File: config.mk
export PLATFORM = sky130hd
export DESIGN_NAME = booth_radix4_mult
export DESIGN_NICKNAME = d
export VERILOG_FILES = /design/src/rtl/booth_radix4_mult.sv
export SDC_FILE = /design/constraint.sdc
export NUM_CORES = 1
export LEC_CHECK = 0
export CAP_MARGIN = 20
export CORE_MARGIN = 3
export CORE_UTILIZATION = 37
export CTS_BUF_LIST = sky130_fd_sc_hd__clkbuf_8
export DETAILED_ROUTE_END_ITERATION = 6
export SYNTH_ARGS = -nofsm -noshare
export SYNTH_HDL_FRONTEND = slang
export SYNTH_SLANG_ARGS = --single-unit
export TNS_END_PERCENT = 30
File: constraint.sdc
create_clock -name clk -period 4.9 [get_ports clk]
set_clock_uncertainty 0.2 [all_clocks]
set_input_delay 0.98 -clock clk [delete_from_list [all_inputs] [get_ports clk]]
set_output_delay 0.98 -clock clk [all_outputs]
set_load 0.01 [all_outputs]
File: src/rtl/booth_radix4_mult.sv
// Sequential radix-4 Booth multiplier.
// Retires two multiplier bits per cycle. Signed or unsigned mode is chosen per operation.
// Both sides use a valid/ready handshake. Every product is exact over 2*WIDTH bits.
module booth_radix4_mult #(
    parameter int WIDTH = 8
) (
    input  logic               clk,
    input  logic               rst,
    input  logic               in_valid,
    output logic               in_ready,
    input  logic [WIDTH-1:0]   a,
    input  logic [WIDTH-1:0]   b,
    input  logic               signed_mode,
    output logic               out_valid,
    input  logic               out_ready,
    output logic [2*WIDTH-1:0] product,
    output logic               busy
);

    // Operands are widened by two bits so the unsigned case is also a non-negative
    // two's complement value. The accumulator has two further bits of headroom to hold +/-2M.
    localparam int QW = WIDTH + 2;
    localparam int AW = WIDTH + 4;
    localparam int SW = AW + QW + 1;
    localparam int N  = WIDTH / 2 + 1;
    localparam int CW = $clog2(N + 1);

    generate
        if ((WIDTH % 2) != 0 || WIDTH < 4) begin : g_bad_width
            $error("booth_radix4_mult: WIDTH must be even and >= 4");
        end
    endgenerate

    typedef enum logic [1:0] {IDLE, CALC, DONE} state_t;

    state_t          state;
    logic [QW-1:0]   mcand;
    logic [QW-1:0]   q;
    logic            qm1;
    logic [AW-1:0]   acc;
    logic [CW-1:0]   cnt;

    logic [QW-1:0]   a_ext;
    logic [QW-1:0]   b_ext;
    logic [AW-1:0]   m_ext;
    logic [AW-1:0]   addend;
    logic [AW-1:0]   sum;
    logic [SW-1:0]   shifted;
    logic [AW+QW-1:0] aq_nxt;
    logic [AW-1:0]   acc_nxt;
    logic [QW-1:0]   q_nxt;
    logic            qm1_nxt;
    logic [2*WIDTH-1:0] prod_nxt;

    // Extend the operands according to the requested mode. After capture the mode
    // is only present in the extension bits, so it does not need its own register.
    always_comb begin
        if (signed_mode) begin
            a_ext = {{2{a[WIDTH-1]}}, a};
            b_ext = {{2{b[WIDTH-1]}}, b};
        end else begin
            a_ext = {2'b00, a};
            b_ext = {2'b00, b};
        end
    end

    // One Booth step: select a partial product from the recoded triplet, add it,
    // then arithmetic-shift {A,Q,q_m1} right by two.
    always_comb begin
        m_ext = {{2{mcand[QW-1]}}, mcand};
        addend = '0;
        case ({q[1:0], qm1})
            3'b001, 3'b010: addend = m_ext;
            3'b011:         addend = m_ext << 1;
            3'b100:         addend = -(m_ext << 1);
            3'b101, 3'b110: addend = -m_ext;
            default:        addend = '0;
        endcase
        sum      = acc + addend;
        shifted  = $signed({sum, q, qm1}) >>> 2;
        aq_nxt   = shifted[SW-1:1];
        acc_nxt  = aq_nxt[AW+QW-1:QW];
        q_nxt    = aq_nxt[QW-1:0];
        qm1_nxt  = shifted[0];
        prod_nxt = aq_nxt[2*WIDTH-1:0];
    end

    // Control FSM with registered handshake outputs. The datapath registers are updated here too.
    always_ff @(posedge clk) begin
        if (rst) begin
            state     <= IDLE;
            in_ready  <= 1'b1;
            out_valid <= 1'b0;
            busy      <= 1'b0;
            product   <= '0;
            mcand     <= '0;
            q         <= '0;
            qm1       <= 1'b0;
            acc       <= '0;
            cnt       <= '0;
        end else begin
            case (state)
                IDLE: begin
                    if (in_valid) begin
                        mcand    <= a_ext;
                        q        <= b_ext;
                        qm1      <= 1'b0;
                        acc      <= '0;
                        cnt      <= CW'(N);
                        state    <= CALC;
                        in_ready <= 1'b0;
                        busy     <= 1'b1;
                    end
                end
                CALC: begin
                    acc <= acc_nxt;
                    q   <= q_nxt;
                    qm1 <= qm1_nxt;
                    cnt <= cnt - 1'b1;
                    // The final step writes the product directly, so out_valid rises on that same edge.
                    if (cnt == CW'(1)) begin
                        product   <= prod_nxt;
                        out_valid <= 1'b1;
                        state     <= DONE;
                    end
                end
                DONE: begin
                    if (out_ready) begin
                        out_valid <= 1'b0;
                        in_ready  <= 1'b1;
                        busy      <= 1'b0;
                        state     <= IDLE;
                    end
                end
                default: begin
                    state     <= IDLE;
                    in_ready  <= 1'b1;
                    out_valid <= 1'b0;
                    busy      <= 1'b0;
                end
            endcase
        end
    end

endmodule
[Word-level counts from Yosys, hierarchy flattened]
Cells that the tools add are included.
Storage, ports and cells
  memory bits (read-only): 0
  latch bits: 0
  register bits: 57
  output and inout bits: 19
  memories kept: 0
  RAM bits: 0
Cells by class
  bitwise gates (word level): 2
  add/sub/neg operators: 4
  multipliers: 0
  reductions and logical operators: 10
  divide/modulo/power cells: 0
  mux-type cells: 22
  equal/unequal tests: 12
  order comparisons: 0
  shift-type cells: 0
Operators by type and width (number)
  one-hot mux 12 bit (4 select lines): 1
  two-way mux 10 bit: 3
  negation 12 bit: 2
  one-hot mux 12 bit (2 select lines): 1
  one-hot mux 10 bit (2 select lines): 1
  adder 12 bit: 1
  two-way mux 12 bit: 1
  == test 3 bit, second input constant: 3
  one-hot mux 1 bit (3 select lines): 3
  AND reduction 3 bit: 3
  == test 3 x 1 -> 1 bit, second input constant: 2
  == test 3 x 2 -> 1 bit, second input constant: 2
  two-way mux 2 bit: 3
  inequality test 2 bit, second input constant: 3
  one-hot mux 2 bit (3 select lines): 1
  one-hot mux 3 bit (2 select lines): 1
  AND reduction 2 bit: 3
  two-way mux 1 bit: 5
  OR reduction 2 bit: 2
  two-way mux 3 bit: 1
  subtractor 3 x 1 -> 3 bit, second input constant: 1
  == test 2 x 1 -> 1 bit, second input constant: 1
  == test 2 bit, second input constant: 1
  zero test 2 bit: 1
  3 further kinds: 4

[Logic depth before layout (Yosys ltp)]
Gate-level depths: netlist (run 1).
  depth after elaboration: 5
  gate-level depth with buffers: 15
  gate-level depth less buffers: 15

[Worst setup path before layout (run 1)]
No wires, ideal clock.
  path kind: register to register
  from: register mcand[0]
  to: register acc[10]
  period minus slack after synthesis: 3.687 ns
  stages on the path, launching flop included: 15
  arrival time: 3.360 ns
  slack: 1.213 ns
  cell sequence: dfxtp_1 > inv_1 > ha_1 > or3b_1 > nor3_1 > nand2b_1 > xnor2_1 > a221oi_1 > a31oi_1 > ha_1 > a211o_1 > o2111a_1 > o41ai_1 > mux2i_1 > nand4_1
On the way
  word-level cells in the longest chain between the ends: 4
Ends and longest elaborated chain
  start, declared: RTL line 37  | logic [QW-1:0] mcand;
  start signal, assigned: RTL line 105  | mcand <= a_ext;
  negation 12 bit, on equally long branches: RTL line 76, 75
  one-hot mux 12 bit (4 select lines) *: RTL line 72  | case ({q[1:0], qm1})
  adder 12 bit *: RTL line 79  | sum = acc + addend;
  one-hot mux 12 bit (2 select lines) *: RTL line 102  | case (state)
  end signal, assigned: RTL line 116  | acc <= acc_nxt;
  end, declared: RTL line 40  | logic [AW-1:0] acc;
Mark *: on every way between the ends. The rest lies on a longest branch, timed or not.
A chain may end at the register's enable or synchronous reset.

[Worst setup path after layout (run 1)]
  from: register mcand[1]
  to: register acc[10]
The elaborated chain is that of the path after synthesis.

==> results of run 1 <==
[metrics by stage]
stage          utilization  hold slack [ns]  area, µm²
2_1_floorplan            -            0.245       3220
3_3_place_gp         0.436            0.243       3640
3_5_place_dp         0.436            0.245       3640
4_1_cts              0.449            0.260       3750
5_1_grt              0.453            0.276       3780
6_report             0.453            0.257       3780
[worst min-delay path by stage]
stage | end | slack (ns) | cells past startpoint
3_3_place_gp | product[4] | 0.24 | 2
6_report | product[8] | 0.26 | 2
4_1_cts | product[8] | 0.26 | 2
5_1_grt | product[4] | 0.28 | 2
3_5_place_dp | product[8] | 0.25 | 2
2_1_floorplan | product[5] | 0.25 | 2
[sequential cells by signal, indices dropped and copies added (netlist names)]
name       flops
qm1            1
cnt            3
state          2
out_valid      1
busy           1
q             10
in_ready       1
acc           10
product       16
mcand          9
[layer usage]
layer  GRT usage  up-vias  wire length (µm)
met3      0.0259        6               391
met2       0.261       88              3600
li1            -     1547                 -
met5           0        -                 0
met1       0.243     1394              4040
met4      0.0389        0                86
[logic make-up (layout without fill, tap and decap cells)]
kind of cell               after synthesis  count (layout)  share of synthesized area
AOI/OAI and AO/OA                      110             110                      0.214
xor gates and xnor gates                16              16                     0.0458
adders and majority gates               15              15                     0.0605
buffers and inverters                   45              66                     0.0578
DFF                                     54              54                      0.335
muxes                                    6               6                     0.0233
and+or+nand+nor                        183             183                      0.263
[worst min-delay path, delay by kind of cell (launching register included)]
family          cells  cell delay, ns
flops               1            0.32
simple gates        1            0.05
compound gates      1            0.05
[synth_stat cells, types with 4 or more instances]
library cell	number	area [µm²]
sky130_fd_sc_hd__nand2_1	88	330
sky130_fd_sc_hd__dfxtp_1	54	1080
sky130_fd_sc_hd__a21oi_1	50	250
sky130_fd_sc_hd__nor2_1	35	131
sky130_fd_sc_hd__clkbuf_1	23	86.3
sky130_fd_sc_hd__nand3_1	16	80.1
sky130_fd_sc_hd__ha_1	14	175
sky130_fd_sc_hd__inv_1	13	48.8
sky130_fd_sc_hd__xnor2_1	13	114
sky130_fd_sc_hd__o21ai_0	12	60.1
sky130_fd_sc_hd__nor3_1	11	55.1
sky130_fd_sc_hd__a31oi_1	10	62.6
sky130_fd_sc_hd__a311oi_1	7	61.3
sky130_fd_sc_hd__nor3b_1	7	52.6
sky130_fd_sc_hd__buf_1	4	15.0
sky130_fd_sc_hd__nand2b_1	4	25.0
sky130_fd_sc_hd__nor2b_1	4	25.0
[where the power goes]
group / total, mW / switching [mW] / internal (mW)
clock network: 0.306 / 0.155 / 0.151
logic: 0.285 / 0.160 / 0.125
registers: 0.506 / 0.0387 / 0.467
total: 1.10 / 0.354 / 0.743
[final cells by class]
class	count	area (µm²)	area share
clock buffer	5	68.8	0.0182
multi-input combinational	330	1960	0.519
clock inverter	3	41.3	0.0109
inverter	13	48.8	0.0129
sequential	54	1080	0.286
timing repair buffer	45	447	0.118
tap	105	131	0.0348
==> impl_results.html, run 1 <==
<table>
<tr><th>Metric</th><th>Value</th></tr>
<tr><th colspan="2">Power and ir drop</th></tr>
<tr><td>Power density relative to cell area</td><td>approximately 290 nW/µm²</td></tr>
<tr><td>Leakage component of the power</td><td>1.41 nW</td></tr>
<tr><td>Maximum ir drop on the vdd rail</td><td>between 0.00015 and 0.0002 V</td></tr>
<tr><td>Total design power</td><td>about 1.1 mW</td></tr>
<tr><th colspan="2">Cells and area</th></tr>
<tr><td>Non-Filler Instances</td><td>555</td></tr>
<tr><td>Net count of the finished layout</td><td>between 400 and 500</td></tr>
<tr><td>Synth-to-Final Area Change</td><td>17.2%</td></tr>
<tr><td>Antenna cells</td><td>0</td></tr>
<tr><td>Count of fill cells added during filler insertion</td><td>between 800 and 900</td></tr>
<tr><td>Most common cell after layout, fill and taps aside</td><td>sky130_fd_sc_hd__nand2_1</td></tr>
<tr><td>Most frequent cells in the layout</td><td>sky130_fd_sc_hd__nand2_1, sky130_fd_sc_hd__dfxtp_1, sky130_fd_sc_hd__a21oi_1, sky130_fd_sc_hd__clkdlybuf4s50_1, sky130_fd_sc_hd__nor2_1</td></tr>
<tr><td>Fraction of layout instances using a drive strength above 1</td><td>0.0489</td></tr>
<tr><th colspan="2">Timing</th></tr>
<tr><td>Worst-Margin Slew</td><td>about 0.98 ns</td></tr>
<tr><td>Total negative slack for setup checks</td><td>0 ns</td></tr>
<tr><td>Period minus WS final</td><td>a little over 4 ns</td></tr>
<tr><td>Worst max-slew margin expressed relative to the limit</td><td>0.345</td></tr>
<tr><td>Setup violations, final</td><td>0</td></tr>
<tr><td>Final hold violation count</td><td>0</td></tr>
<tr><td>Setup repair after global routing missed its margin</td><td>false</td></tr>
<tr><td>Fin worst setup slack</td><td>roughly 0.78 ns</td></tr>
<tr><td>F_max</td><td>approximately 240 MHz</td></tr>
<tr><td>Final number of max-transition violations</td><td>0</td></tr>
<tr><td>Final Cycle Share</td><td>0.841</td></tr>
<tr><th colspan="2">Yosys</th></tr>
<tr><td>Count of mapped cells out of synthesis</td><td>roughly 430</td></tr>
<tr><td>Yosys warning count</td><td>0</td></tr>
<tr><td>Asr flop ratio synth</td><td>0</td></tr>
<tr><td>Post-synth top flop</td><td>sky130_fd_sc_hd__dfxtp_1</td></tr>
<tr><td>Post-synthesis area per instance</td><td>7.52 µm²</td></tr>
<tr><td>Number of synthesized register bits</td><td>54</td></tr>
<tr><td>Synthesized netlist net count</td><td>between 400 and 500</td></tr>
<tr><td>Post-synthesis cell area</td><td>between 3000 and 4000 µm²</td></tr>
<tr><td>Post-synth cell types</td><td>56</td></tr>
<tr><td>Post-synthesis sequential area ratio</td><td>0.335</td></tr>
<tr><td>Number of enable-type register cells in the synthesized netlist</td><td>0</td></tr>
<tr><th colspan="2">Routing</th></tr>
<tr><td>Wire length per cell after detailed routing</td><td>~15 µm</td></tr>
<tr><td>ANT nets after route</td><td>0</td></tr>
<tr><td>Detailed-route wire length</td><td>8120 µm</td></tr>
<tr><td>DRC violations left</td><td>0</td></tr>
<tr><td>Drt via density</td><td>5.47</td></tr>
<tr><td>Number of DRC markers in iteration 0</td><td>between 200 and 250</td></tr>
<tr><td>Vias after detailed routing</td><td>just over 3,000</td></tr>
<tr><td>Number of detailed-routing iterations run before antenna repair</td><td>5</td></tr>
<tr><th colspan="2">Die</th></tr>
<tr><td>Number of top-level pins</td><td>40</td></tr>
<tr><td>Starting density of the core</td><td>0.387</td></tr>
<tr><td>Die outline area</td><td>approximately 10000 µm²</td></tr>
<tr><td>Core ar.</td><td>~8300 µm²</td></tr>
<tr><td>Die W</td><td>between 90 and 100 µm</td></tr>
<tr><td>Chip height</td><td>roughly 99 µm</td></tr>
<tr><td>Std-Cell Rows</td><td>33</td></tr>
<tr><th colspan="2">Global routing</th></tr>
<tr><td>Number of antenna violations at the first check in global routing</td><td>0</td></tr>
<tr><td>Congestion Overflow GR</td><td>0</td></tr>
<tr><td>Via count of the first global-routing pass</td><td>between 2,000 and 3,000</td></tr>
<tr><td>Largest net degree at the start of global routing</td><td>62</td></tr>
<tr><td>All-Layer GR Usage</td><td>0.167</td></tr>
<tr><td>Wire length of the first global-routing pass</td><td>13,800 µm</td></tr>
<tr><th colspan="2">Critical path</th></tr>
<tr><td>Critical path fanouts, max</td><td>5</td></tr>
<tr><td>Reg-to-reg critical path endpoint</td><td>acc[10]</td></tr>
<tr><td>Critical path start-end classification</td><td>flop to flop</td></tr>
<tr><td>Stages on the worst setup path</td><td>14</td></tr>
<tr><td>Reg2reg setup slack</td><td>~0.78 ns</td></tr>
<tr><td>Cell mode on critical path</td><td>sky130_fd_sc_hd__ha_1</td></tr>
<tr><td>Crit end category</td><td>flop</td></tr>
<tr><td>Type of origin of the critical path</td><td>flop</td></tr>
<tr><td>Kind of cell with the highest combined delay on the critical path</td><td>compound AO/OA/AOI/OAI gates</td></tr>
<tr><td>WP buf/inv</td><td>1</td></tr>
<tr><td>Critical register-to-register path startpoint</td><td>mcand[1]</td></tr>
<tr><td>Highest cell delay on the worst timing path</td><td>0.58 ns</td></tr>
<tr><td>Critical Path, Cell by Cell</td><td>inv_1 -&gt; ha_1 -&gt; or3b_1 -&gt; nor3_1 -&gt; nand2b_1 -&gt; xnor2_1 -&gt; a221oi_1 -&gt; a31oi_1 -&gt; ha_1 -&gt; a211o_1 -&gt; o2111a_1 -&gt; o41ai_1 -&gt; mux2i_1 -&gt; nand4_1</td></tr>
<tr><td>Cell count of the worst reg-to-reg path</td><td>14</td></tr>
<tr><td>Critical Path AT</td><td>4.12 ns</td></tr>
<tr><td>Library cell contributing the largest single delay on the critical path</td><td>sky130_fd_sc_hd__o41ai_1</td></tr>
<tr><td>Required time of the critical path</td><td>4.90 ns</td></tr>
<tr><td>Critical Path End</td><td>acc[10]</td></tr>
<tr><td>Launch point of the critical path</td><td>mcand[1]</td></tr>
<tr><th colspan="2">Min path</th></tr>
<tr><td>Start point of the worst min-delay path</td><td>product[8]</td></tr>
<tr><td>Hold/Removal Path Class</td><td>flop to flop</td></tr>
<tr><th colspan="2">Clock tree</th></tr>
<tr><td>Num CTS Buffers</td><td>5</td></tr>
<tr><td>Post-cts hold buffer count</td><td>0</td></tr>
<tr><td>Clock tree from TritonCTS</td><td>built</td></tr>
<tr><td>Clock Latency Late Sink</td><td>0.31 ns</td></tr>
<tr><td>Reg clk slew, reported paths</td><td>roughly 0.1 ns</td></tr>
<tr><td>Clock tree root buffer cell</td><td>sky130_fd_sc_hd__clkbuf_8</td></tr>
<tr><td>Clk sinks</td><td>54</td></tr>
<tr><td>Max Root-Sink Buffers</td><td>2</td></tr>
<tr><td>CTS HTree Levels</td><td>2</td></tr>
<tr><td>Post-CTS sizing</td><td>0</td></tr>
<tr><td>Setup Buffers After CTS</td><td>0</td></tr>
<tr><th colspan="2">Placed design</th></tr>
<tr><td>Routability cong.</td><td>0.869</td></tr>
<tr><td>Instance count after placement with tap cells included</td><td>roughly 550</td></tr>
<tr><td>Setup slack after placement</td><td>0.806 ns</td></tr>
<tr><td>Number of buffers inserted by port buffering</td><td>39</td></tr>
<tr><td>HPWL after detailed placement</td><td>around 5600 µm</td></tr>
<tr><th colspan="2">Status</th></tr>
<tr><td>Result of the run</td><td>finished, final reports clean</td></tr>
<tr><th colspan="2">Run</th></tr>
<tr><td>Max-Cap Viols</td><td>0</td></tr>
</table>
Note: power is estimated with default switching activity, not from simulation.
==> run 2, diff against run 1 <==
Clock period 4.9 ns to 3.8 ns, I/O delays scaled along.
==> impl_results.html, run 2 (same netlist as run 1, synthesis figures left out) <==
<table>
<tr><th>Metric</th><th>Value</th></tr>
<tr><th colspan="2">Cells and area</th></tr>
<tr><td>Synth-to-Final Area Change</td><td>21.3%</td></tr>
<tr><td>Count of fill cells added during filler insertion</td><td>843 (-0.59%)</td></tr>
<tr><td>FF/Latch Area</td><td>1080 µm² (+0.23%)</td></tr>
<tr><td>Most common cell after layout, fill and taps aside</td><td>sky130_fd_sc_hd__nand2_1</td></tr>
<tr><td>Largest registers</td><td>product x16, acc x10, q x10</td></tr>
<tr><td>Flip-flop count of the largest register, all copies and words added</td><td>16 (unchanged)</td></tr>
<tr><td>Area of the multi-input gates</td><td>2010 µm² (+2.5%)</td></tr>
<tr><td>Most frequent cells in the layout</td><td>sky130_fd_sc_hd__nand2_1, sky130_fd_sc_hd__dfxtp_1, sky130_fd_sc_hd__a21oi_1, sky130_fd_sc_hd__clkdlybuf4s50_1, sky130_fd_sc_hd__nor2_1</td></tr>
<tr><td>Fraction of layout instances using a drive strength above 1</td><td>0.106 (+0.0567)</td></tr>
<tr><td>Post-route cell area</td><td>3910 µm² (+3.4%)</td></tr>
<tr><td>Net count of the finished layout</td><td>499 (+2.9%)</td></tr>
<tr><td>Register containing the most flip-flops in the final layout</td><td>product</td></tr>
<tr><td>Antenna cells</td><td>0 (unchanged)</td></tr>
<tr><th colspan="2">Timing</th></tr>
<tr><td>Period minus WS final</td><td>3.62 ns (-0.506 ns)</td></tr>
<tr><td>Worst-Margin Slew</td><td>0.924 ns (-0.0591 ns)</td></tr>
<tr><td>Final Cycle Share</td><td>0.952 (+0.110)</td></tr>
<tr><td>F_max</td><td>276 MHz (+14%)</td></tr>
<tr><td>Final hold violation count</td><td>0 (unchanged)</td></tr>
<tr><td>Setup violations, final</td><td>0 (unchanged)</td></tr>
<tr><td>Worst max-slew margin expressed relative to the limit</td><td>0.384 (+0.0394)</td></tr>
<tr><td>Fin worst setup slack</td><td>0.183 ns (-0.594 ns)</td></tr>
<tr><td>Final number of max-transition violations</td><td>0 (unchanged)</td></tr>
<tr><th colspan="2">Die</th></tr>
<tr><td>Chip height</td><td>99.4 µm (unchanged)</td></tr>
<tr><td>Die outline area</td><td>9870 µm² (unchanged)</td></tr>
<tr><td>Starting density of the core</td><td>0.387 (unchanged)</td></tr>
<tr><td>Die W</td><td>99.4 µm (unchanged)</td></tr>
<tr><td>Number of top-level pins</td><td>40 (unchanged)</td></tr>
<tr><td>Core ar.</td><td>8340 µm² (unchanged)</td></tr>
<tr><td>Std-Cell Rows</td><td>33 (unchanged)</td></tr>
<tr><th colspan="2">Placed design</th></tr>
<tr><td>Setup slack after placement</td><td>0.0192 ns (-0.787 ns)</td></tr>
<tr><td>Routability cong.</td><td>0.876 (+0.84%)</td></tr>
<tr><td>Number of buffers inserted by port buffering</td><td>39 (unchanged)</td></tr>
<tr><td>Instance area at placement</td><td>3750 µm² (+3.1%)</td></tr>
<tr><td>HPWL after detailed placement</td><td>5940 µm (+5.7%)</td></tr>
<tr><th colspan="2">Power and ir drop</th></tr>
<tr><td>Leakage component of the power</td><td>1.47 nW (+4.3%)</td></tr>
<tr><td>Power density relative to cell area</td><td>364 nW/µm² (+25%)</td></tr>
<tr><td>Total design power</td><td>1.42 mW (+30%)</td></tr>
<tr><td>Maximum ir drop on the vdd rail</td><td>0.000210 V (+32%)</td></tr>
<tr><th colspan="2">Routing</th></tr>
<tr><td>Uppermost routed layer</td><td>met4</td></tr>
<tr><td>DRC violations left</td><td>0 (unchanged)</td></tr>
<tr><td>Drt via density</td><td>5.50 (+0.66%)</td></tr>
<tr><td>Wire length per cell after detailed routing</td><td>15.2 µm (+3.9%)</td></tr>
<tr><td>Routed met2 length</td><td>3940 µm (+9.4%)</td></tr>
<tr><td>Total routed wire length on the met1 layer</td><td>4140 µm (+2.4%)</td></tr>
<tr><td>Detailed-route wire length</td><td>8650 µm (+6.5%)</td></tr>
<tr><td>ANT nets after route</td><td>0 (unchanged)</td></tr>
<tr><td>Vias after detailed routing</td><td>3,132 (+3.2%)</td></tr>
<tr><td>Total length of routed met3 wires</td><td>451 µm (+15%)</td></tr>
<tr><td>Number of DRC markers in iteration 0</td><td>117 (-48%)</td></tr>
<tr><td>Number of detailed-routing iterations run before antenna repair</td><td>4 (-1)</td></tr>
<tr><th colspan="2">Critical path</th></tr>
<tr><td>Critical path fanouts, max</td><td>4 (-1)</td></tr>
<tr><td>Reg2reg setup slack</td><td>0.18 ns (-0.59 ns)</td></tr>
<tr><td>WP buf/inv</td><td>2 (+1)</td></tr>
<tr><td>Cell count of the worst reg-to-reg path</td><td>15 (+1)</td></tr>
<tr><td>Reg-to-reg critical path endpoint</td><td>acc[10]</td></tr>
<tr><td>Critical path start-end classification</td><td>flop to flop</td></tr>
<tr><td>Required time of the critical path</td><td>3.81 ns (-1.09 ns)</td></tr>
<tr><td>Critical Path AT</td><td>3.62 ns (-0.50 ns)</td></tr>
<tr><td>Kind of cell with the highest combined delay on the critical path</td><td>compound AO/OA/AOI/OAI gates</td></tr>
<tr><td>Highest cell delay on the worst timing path</td><td>0.41 ns (-0.17 ns)</td></tr>
<tr><td>Launch point of the critical path</td><td>mcand[0]</td></tr>
<tr><td>Critical register-to-register path startpoint</td><td>mcand[0]</td></tr>
<tr><td>Critical Path End</td><td>acc[10]</td></tr>
<tr><td>Library cell contributing the largest single delay on the critical path</td><td>sky130_fd_sc_hd__or3b_4</td></tr>
<tr><td>Stages on the worst setup path</td><td>15 (+1)</td></tr>
<tr><td>Crit end category</td><td>flop</td></tr>
<tr><td>Type of origin of the critical path</td><td>flop</td></tr>
<tr><td>Critical Path, Cell by Cell</td><td>inv_2 -&gt; ha_4 -&gt; or3b_4 -&gt; nor3_4 -&gt; nand2b_1 -&gt; xnor2_1 -&gt; a221oi_2 -&gt; a31oi_1 -&gt; ha_1 -&gt; a211o_1 -&gt; o2111a_2 -&gt; o41ai_2 -&gt; buf_4 -&gt; mux2i_2 -&gt; nand4_1</td></tr>
<tr><th colspan="2">Clock tree</th></tr>
<tr><td>Clk sinks</td><td>54 (unchanged)</td></tr>
<tr><td>CTS HTree Levels</td><td>2 (unchanged)</td></tr>
<tr><td>Reg clk slew, reported paths</td><td>0.11 ns (about the same)</td></tr>
<tr><td>Clock Latency Late Sink</td><td>0.32 ns (about the same)</td></tr>
<tr><td>Clock tree root buffer cell</td><td>sky130_fd_sc_hd__clkbuf_8</td></tr>
<tr><td>Clock tree from TritonCTS</td><td>built</td></tr>
<tr><td>Max Root-Sink Buffers</td><td>2 (unchanged)</td></tr>
<tr><td>Num CTS Buffers</td><td>5 (unchanged)</td></tr>
<tr><th colspan="2">Global routing</th></tr>
<tr><td>Via count of the first global-routing pass</td><td>2,920 (+1.1%)</td></tr>
<tr><td>Largest net degree at the start of global routing</td><td>46 (-26%)</td></tr>
<tr><td>All-Layer GR Usage</td><td>0.176 (+0.00903)</td></tr>
<tr><td>Congestion Overflow GR</td><td>0 (unchanged)</td></tr>
<tr><td>Wire length of the first global-routing pass</td><td>14,400 µm (+4.6%)</td></tr>
<tr><td>Number of antenna violations at the first check in global routing</td><td>0 (unchanged)</td></tr>
<tr><th colspan="2">Min path</th></tr>
<tr><td>Hold/Removal Path Class</td><td>flop to flop</td></tr>
<tr><th colspan="2">Status</th></tr>
<tr><td>Result of the run</td><td>finished, final reports clean</td></tr>
<tr><th colspan="2">Run</th></tr>
<tr><td>Max-Cap Viols</td><td>0 (unchanged)</td></tr>
</table>
## run 2: final cells by class
| class | count | area share |
|---|---|---|
| clock inverter | 2 | 0.00448 |
| sequential | 54 | 0.277 |
| timing repair buffer | 59 | 0.137 |
| tap | 105 | 0.0336 |
| inverter | 13 | 0.0125 |
| multi-input combinational | 330 | 0.514 |
| clock buffer | 6 | 0.0211 |
## run 2: metrics by stage
step	utilization	instances	TNS [ns]	hold slack, ns
2_1_floorplan	-	429	0	0.245
5_1_grt	0.469	569	-0.0195	0.282
3_5_place_dp	0.450	560	0	0.247
6_report	0.469	569	0	0.258
4_1_cts	0.463	568	0	0.262
3_3_place_gp	0.450	560	0	0.244
## run 2: per-layer routing
| layer | track usage | vias up |
|---|---|---|
| li1 | - | 1578 |
| met1 | 0.246 | 1467 |
| met2 | 0.277 | 76 |
| met3 | 0.0400 | 11 |
| met4 | 0.0431 | 0 |
| met5 | 0 | - |
## run 2: worst min-delay path by stage
stage / start / endpoint / slack [ns] / depth (start not counted)
floorplan: q[7] / product[5] / 0.25 / 2
global placement: product[4] / product[4] / 0.24 / 2
detailed placement: product[8] / product[8] / 0.25 / 2
CTS: product[8] / product[8] / 0.26 / 2
global route: product[5] / product[5] / 0.28 / 2
finish: product[8] / product[8] / 0.26 / 2
## run 2: worst min-delay path: stages, from the launching register on
cell and delay [ns]:
sky130_fd_sc_hd__dfxtp_1 0.32, sky130_fd_sc_hd__nand2_1 0.05, sky130_fd_sc_hd__a21oi_1 0.05
## run 2: power by group
group | switching [mW] | internal, mW
Sequential | 0.0403 | 0.603
Clock | 0.214 | 0.151
Combinational | 0.230 | 0.185
Total | 0.484 | 0.938
## run 2: repair_timing
action	4_1_cts	5_1_grt
setup endpoints to repair	1	2
hold buffers	0	0
pin swaps	0	4
buffers inserted	0	1
gates resized for setup	1	13
==> run 3, diff against run 2 <==
Settings changed: SLEW_MARGIN set to 20.
==> results of run 3 <==
Same layout as run 2: the final DEF is identical, and so are final timing and power.
